===== src/rtl/sopc_bus.sv =====
// Single-master bus bridge: decodes the core address to one of NSLV slaves, serializes write-then-read,
// and aborts to an error pulse on an unmapped address or an ack timeout.
module sopc_bus #(
  parameter int AW = 32,
  parameter int DW = 32,
  parameter int NSLV = 4,
  parameter logic [NSLV*AW-1:0] SLV_BASE = {32'h3000_0000, 32'h2000_0000, 32'h1000_0000, 32'h0000_0000},
  parameter logic [NSLV*AW-1:0] SLV_MASK = {4{32'hF000_0000}},
  parameter int TIMEOUT = 15
) (
  input  logic               clk,
  input  logic               rst_n,
  input  logic               m_re_i,
  input  logic [AW-1:0]      m_raddr_i,
  input  logic               m_we_i,
  input  logic [AW-1:0]      m_waddr_i,
  input  logic [DW-1:0]      m_wdata_i,
  output logic [DW-1:0]      m_rdata_o,
  output logic               m_stall_o,
  output logic               m_err_o,
  output logic [AW-1:0]      s_addr_o,
  output logic [DW-1:0]      s_wdata_o,
  output logic [NSLV-1:0]    s_re_o,
  output logic [NSLV-1:0]    s_we_o,
  input  logic [NSLV*DW-1:0] s_rdata_i,
  input  logic [NSLV-1:0]    s_ack_i
);

  localparam int SW = (NSLV > 1) ? $clog2(NSLV) : 1;
  localparam int CW = ($clog2(TIMEOUT + 1) > 4) ? $clog2(TIMEOUT + 1) : 4;

  typedef enum logic [2:0] {IDLE, WR, RD, ERR, DONE} state_t;

  state_t          state, state_nxt;
  logic            we_l, re_l;
  logic [AW-1:0]   waddr_l, raddr_l;
  logic [DW-1:0]   wdata_l;
  logic [CW-1:0]   cnt;

  logic            req, cap_re;
  logic [AW-1:0]   cap_waddr, cap_raddr;
  logic [DW-1:0]   cap_wdata;
  logic            wmap, rmap, wack, rack, timed_out;
  logic [SW-1:0]   wsel, rsel;

  // Returns {hit, index}; scanning downward leaves the lowest matching slave selected.
  function automatic logic [SW:0] decode(input logic [AW-1:0] a);
    logic          hit;
    logic [SW-1:0] sel;
    hit = 1'b0;
    sel = '0;
    for (int k = NSLV - 1; k >= 0; k--) begin
      if ((a & SLV_MASK[k*AW +: AW]) == SLV_BASE[k*AW +: AW]) begin
        hit = 1'b1;
        sel = SW'(k);
      end
    end
    return {hit, sel};
  endfunction

  // In IDLE the decision is made on the live core inputs, afterwards on the latched copy.
  assign req       = m_re_i | m_we_i;
  assign cap_re    = (state == IDLE) ? m_re_i    : re_l;
  assign cap_waddr = (state == IDLE) ? m_waddr_i : waddr_l;
  assign cap_raddr = (state == IDLE) ? m_raddr_i : raddr_l;
  assign cap_wdata = (state == IDLE) ? m_wdata_i : wdata_l;

  assign {wmap, wsel} = decode(cap_waddr);
  assign {rmap, rsel} = decode(cap_raddr);
  assign wack      = s_ack_i[wsel];
  assign rack      = s_ack_i[rsel];
  assign timed_out = (cnt == CW'(TIMEOUT - 1));

  always_comb begin
    state_nxt = state;
    case (state)
      IDLE: begin
        if (req) begin
          if (m_we_i) state_nxt = wmap ? WR : ERR;
          else        state_nxt = rmap ? RD : ERR;
        end
      end
      WR: begin
        if (wack)           state_nxt = cap_re ? (rmap ? RD : ERR) : DONE;
        else if (timed_out) state_nxt = ERR;
      end
      RD: begin
        if (rack)           state_nxt = DONE;
        else if (timed_out) state_nxt = ERR;
      end
      ERR:     state_nxt = DONE;
      DONE:    state_nxt = IDLE;
      default: state_nxt = IDLE;
    endcase
  end

  assign m_stall_o = (state == IDLE) ? req : (state != DONE);
  assign s_we_o    = (state == WR) ? (NSLV'(1) << wsel) : '0;
  assign s_re_o    = (state == RD) ? (NSLV'(1) << rsel) : '0;

  always_ff @(posedge clk or negedge rst_n) begin
    if (!rst_n) begin
      state     <= IDLE;
      we_l      <= 1'b0;
      re_l      <= 1'b0;
      waddr_l   <= '0;
      raddr_l   <= '0;
      wdata_l   <= '0;
      cnt       <= '0;
      s_addr_o  <= '0;
      s_wdata_o <= '0;
      m_rdata_o <= '0;
      m_err_o   <= 1'b0;
    end else begin
      state   <= state_nxt;
      m_err_o <= (state == ERR);

      if (state == IDLE && req) begin
        we_l    <= m_we_i;
        re_l    <= m_re_i;
        waddr_l <= m_waddr_i;
        raddr_l <= m_raddr_i;
        wdata_l <= m_wdata_i;
      end else if (state == DONE) begin
        we_l <= 1'b0;
        re_l <= 1'b0;
      end

      // Wait counter restarts whenever WR or RD is entered, including the WR->RD hand-over.
      if ((state_nxt == WR || state_nxt == RD) && state_nxt == state) cnt <= cnt + 1'b1;
      else                                                             cnt <= '0;

      if (state_nxt == WR && state != WR) begin
        s_addr_o  <= cap_waddr;
        s_wdata_o <= cap_wdata;
      end else if (state_nxt == RD && state != RD) begin
        s_addr_o  <= cap_raddr;
      end

      if (state == RD) begin
        if (rack)           m_rdata_o <= s_rdata_i[int'(rsel)*DW +: DW];
        else if (timed_out) m_rdata_o <= '0;
      end
    end
  end

endmodule


===== config.mk =====
export PLATFORM = sky130hd
export DESIGN_NAME = sopc_bus
export DESIGN_NICKNAME = d
export VERILOG_FILES = /design/src/rtl/sopc_bus.sv
export SDC_FILE = /design/constraint.sdc
export NUM_CORES = 1
export LEC_CHECK = 0
export BUFFER_PORTS_ARGS = -buffer_cell sky130_fd_sc_hd__clkbuf_2
export CELL_PAD_IN_SITES_DETAIL_PLACEMENT = 1
export CELL_PAD_IN_SITES_GLOBAL_PLACEMENT = 2
export CORE_MARGIN = 3
export CORE_UTILIZATION = 28
export DETAILED_ROUTE_END_ITERATION = 12
export GPL_TIMING_DRIVEN = 0
export PLACE_DENSITY_LB_ADDON = 0.1
export SLEW_MARGIN = 5
export SYNTH_ARGS = -nofsm -noshare
export SYNTH_HDL_FRONTEND = slang
export SYNTH_SLANG_ARGS = --single-unit
export TNS_END_PERCENT = 50

===== constraint.sdc =====
create_clock -name clk -period 4.3 [get_ports clk]
set_input_delay 0.86 -clock clk [delete_from_list [all_inputs] [get_ports clk]]
set_output_delay 0.86 -clock clk [all_outputs]
set_load 0.05 [all_outputs]

# Word level (Yosys, flattened, before mapping)
# Index checks and enable logic that the tools add are counted.
# totals
reg_bits	201
input_bits	232
elab_cells	89
# op_classes
mux	43
bitwise	1
n_eq_ne	17
n_reduce_logical	12
magnitude_cmp	2
shift	3
addsub	1
# ops
op	n
32-bit two-way mux	7
128-bit by 8-bit variable part select with 32-bit output	1
32-bit logical NOT	2
2-bit two-way mux	10
4-bit by 2-bit == test with 1-bit output, second input constant	4
1-bit two-way mux	15
3-bit two-way mux	5
4-bit two-way mux	3
3-bit one-hot mux with 4 select lines	1
3-bit by 2-bit == test with 1-bit output, second input constant	3
4-bit by 1-bit == test with 1-bit output, second input constant	2
1-bit by 2-bit << shifter with 4-bit output, first input constant	2
3-bit by 1-bit == test with 1-bit output, second input constant	2
2-bit by 3-bit less-than comparator with 1-bit output, second input constant	2
2-bit nonzero test	3
4-bit by 1-bit adder with 4-bit output, second input constant	1
1-bit binary-select mux with 2-bit select	2
4-bit == test, second input constant	1
1-bit logical AND	4
3-bit == test	1
3-bit == test, second input constant	1
3-bit logical NOT	1
3-bit by 1-bit != test with 1-bit output, second input constant	1
3-bit by 2-bit != test with 1-bit output, second input constant	1
other kinds (4)	4

# Logic depth before layout (Yosys ltp)
# logic_depth
ltp_word	15
depth_mapped	11

# Least setup slack after synthesis
# OpenSTA, ideal clock, no wires.
# synth_timing
path_type	register -> output
from	register state[0]
to	output s_re_o[2]
arrival_time_ps	2414
setup_slack_ps	1026
stages_incl_launch_ff	9
path_cell_list	dfrtp_1 buf_6 or3_4 buf_6 clkbuf_1 o21ai_1 nor2b_1 clkbuf_1 and3_1
# synth_between
elab_chain_len	9
elab_cells_between_ends	13
# synth_rtl
item	line_no	rtl
start: declaration	34	state_t state, state_nxt;
start signal: assignment	115	state <= state_nxt;
3-bit logical NOT	65	assign cap_raddr = (state == IDLE) ? m_raddr_i : raddr_l;
32-bit two-way mux	65	
4-bit by 2-bit == test with 1-bit output	53	if ((a & SLV_MASK[k*AW +: AW]) == SLV_BASE[k*AW +: AW]) begin
2-bit two-way mux (4 in series)	53	
1-bit by 2-bit << shifter with 4-bit output	99	assign s_re_o = (state == RD) ? (NSLV'(1) << rsel) : '0;
4-bit two-way mux (*)	99	
end: declaration	23	output logic [NSLV-1:0] s_re_o,
# Mark *: on every way between the ends. The rest lies on a longest branch, timed or not.

# Worst setup path in the final report
# Ends and elaborated chain as after synthesis.

==> results_dict.tcl <==
set metrics [dict create \
    syn_area_mm2 0.00710 \
    gp_congestion 0.757 \
    ys_top_cells_by_count "nand2_1, dfrtp_1, mux2i_1, mux2_2, o21ai_0" \
    cts_buffers 17 \
    worst_slack_ns 0.160 \
    worstPathMaxFanout 10 \
    initial_core_util_pct 28.9 \
    num_rows 57 \
    firstDrtPassIters 5 \
    rsz0062_at_grt "false" \
    post_cts_buffers 0 \
    path_clk_slew_ns 0.07 \
    skew_ns 0.0111 \
    grt_overflow 0 \
    fin_nets 1313 \
    io_buffer_count 337 \
    fp.dieW_um 165 \
    synth_edf_count 0 \
    preCtsSetupSlack_ns 0.238 \
    fmax_mhz 242 \
    slowest_delay_ns 0.43 \
    cap_violations 0 \
    status "completed" \
    drv_slew 0 \
    worstSetupEndpointType "output port" \
    track_usage_pct 19.9 \
    wl_per_cell_um 19.5 \
    die_h_um 165 \
    drt_iter0_drc 283 \
    ctsHoldBuffers 0 \
    grt_pass1_wl_mm 41.5 \
    grt_max_degree 96 \
    cpMaxStageDelayCell "o21ai_2" \
    min_path_type "in2async" \
    crit_chain "buf_6 -> or3_4 -> buf_6 -> clkbuf_1 -> o21ai_2 -> nor2b_1 -> clkbuf_2 -> and3_1 -> clkbuf_2" \
    max-vdd-ir-drop_mv 0.272 \
    hold_viol 0 \
    ys_types 47 \
    p_leak_nw 4.93 \
    cp_data_arrival_time_ns 3.28 \
    final_layout_size_suffix_gt1_share_pct 41.7 \
    synth_area_leaders "dfrtp_1, nand2_1, mux2_2" \
    critPathBufInv 5 \
    vias_per_cell 4.87 \
    crit_type "reg2out" \
    grt_pass1_vias 7190 \
    synth_flop_cell "dfrtp_1" \
    finalSetupViolCount 0 \
    async_reset_ff_share_pct 100 \
    min_period_over_period_pct 96.3 \
    cts_root_buf "clkbuf_16" \
    worst_slew_pin_slew_ns 0.852 \
    cts_resized 3 \
    nFillCells 2991 \
    ys_ff_latch 141 \
    yosysMostFrequentCell "nand2_1" \
    insertion_delay_ns 0.43 \
    hpwl_mm 21.6 \
    clock_sinks 141 \
    clock_tree.buffer_depth 2 \
    syn_inst 722 \
    vias 6906 \
    die-area_mm2 0.0273 \
    htree_levels 4 \
    cts_tree "done" \
    synth_top_area_share_pct 49.7 \
    drtAntennaViolNets 0 \
    hold_ws_ns 0.372 \
    fin_tns_setup_ns 0 \
    yosysTopAreaCell "dfrtp_1" \
    path_depth 9 \
    boundaryPins 338 \
    synth.avg_cell_area_um2 9.84 \
    synthToLayoutAreaGrowth_pct 37.9 \
    antenna_found_initial 3 \
    crit_family "buffers and inverters" \
    core_area_mm2 0.0246 \
    p_per_area_mw_per_mm2 884 \
    cp.required_ns 3.44 \
    min_period_ns 4.14 \
    yosys_warnings 0 \
    yosysSeqAreaShare_pct 49.7 \
    drc 0 \
    max_slew_margin_pct 43.2 \
    routed_wl_mm 27.7 \
    start_kind "register" \
    synth_fp_nets 956 \
    rr_worst_depth 9 \
]
-- routing by layer --
layer	wire length (um)	part of all wire (%)	global-route usage (%)	vias to the layer above
li1	-	-	-	3308
met1	11600	42	25.0	3328
met2	13500	49	33.6	235
met3	2100	7.6	5.76	31
met4	454	1.6	4.99	4
met5	27	0.098	0	-
-- worst paths after layout --
kind | from | end | slack, ns
min | rst_n | s_addr_o[17] | 0.37
max reg2reg | state[1] | s_addr_o[21] | 1.23
min reg2reg | s_wdata_o[29] | s_wdata_o[29] | 0.47
max | state[0] | s_re_o[2] | 0.16
max in group asynchronous | rst_n | s_addr_o[9] | 3.11
min in group clk | s_wdata_o[29] | s_wdata_o[29] | 0.47
-- final cells by class --
class,instances,area [um^2],area share (%)
clock inverter,14,124,1.26
tap,324,405,4.14
inverter,5,18.8,0.192
buffer,54,255,2.61
timing repair buffer,338,1720,17.6
multi-input combinational,522,3310,33.8
antenna,1,2.50,0.0255
sequential,141,3530,36.0
clock buffer,18,429,4.38
-- registers in the layout, summed over array words and instances (netlist names), 3 cells and up --
register	count
s_wdata_o	32
cnt	4
s_addr_o	32
waddr_l	4
m_rdata_o	32
state	3
raddr_l	32
-- placed cells by master (no fill, tap or decap), types with 18 or more instances in the layout --
| cell | count |
|---|---|
| mux2_2 | 46 |
| a21oi_1 | 22 |
| clkbuf_1 | 32 |
| a22oi_1 | 29 |
| mux2i_1 | 48 |
| o21ai_1 | 33 |
| clkbuf_2 | 338 |
| nand2_1 | 149 |
| nand3_1 | 33 |
| dfrtp_1 | 141 |
| o21ai_0 | 43 |
| o22ai_1 | 18 |
-- per-stage QoR --
| step | total power [W] | area, um^2 | instances | util [%] |
|---|---|---|---|---|
| after floorplan | 0.00587 | 7100 | 722 | - |
| after global placement | 0.00726 | 9200 | 1383 | 37.4 |
| after detailed placement | 0.00731 | 9230 | 1384 | 37.5 |
| after CTS | 0.00878 | 9790 | 1416 | 39.8 |
| after global routing | 0.00927 | 9800 | 1417 | 39.8 |
| final | 0.00866 | 9800 | 1417 | 39.8 |
-- power by group --
part / leakage, nW / switching, W / internal, W
logic: 2.94 / 0.00343 / 0.00150
clock network: 0.257 / 0.000663 / 0.000760
registers: 1.73 / 0.000351 / 0.00195
total: 4.93 / 0.00445 / 0.00421
-- kinds of logic after synthesis --
family | Yosys count | synth area share (%)
muxes | 96 | 14.5
xor gates and xnor gates | 2 | 0.247
and+or+nand+nor | 241 | 15.2
buffers and inverters | 59 | 3.82
DFF | 141 | 49.7
AOI/OAI and AO/OA | 181 | 16.2
adders and majority gates | 2 | 0.352
Note: power is estimated with default switching activity, not from simulation.
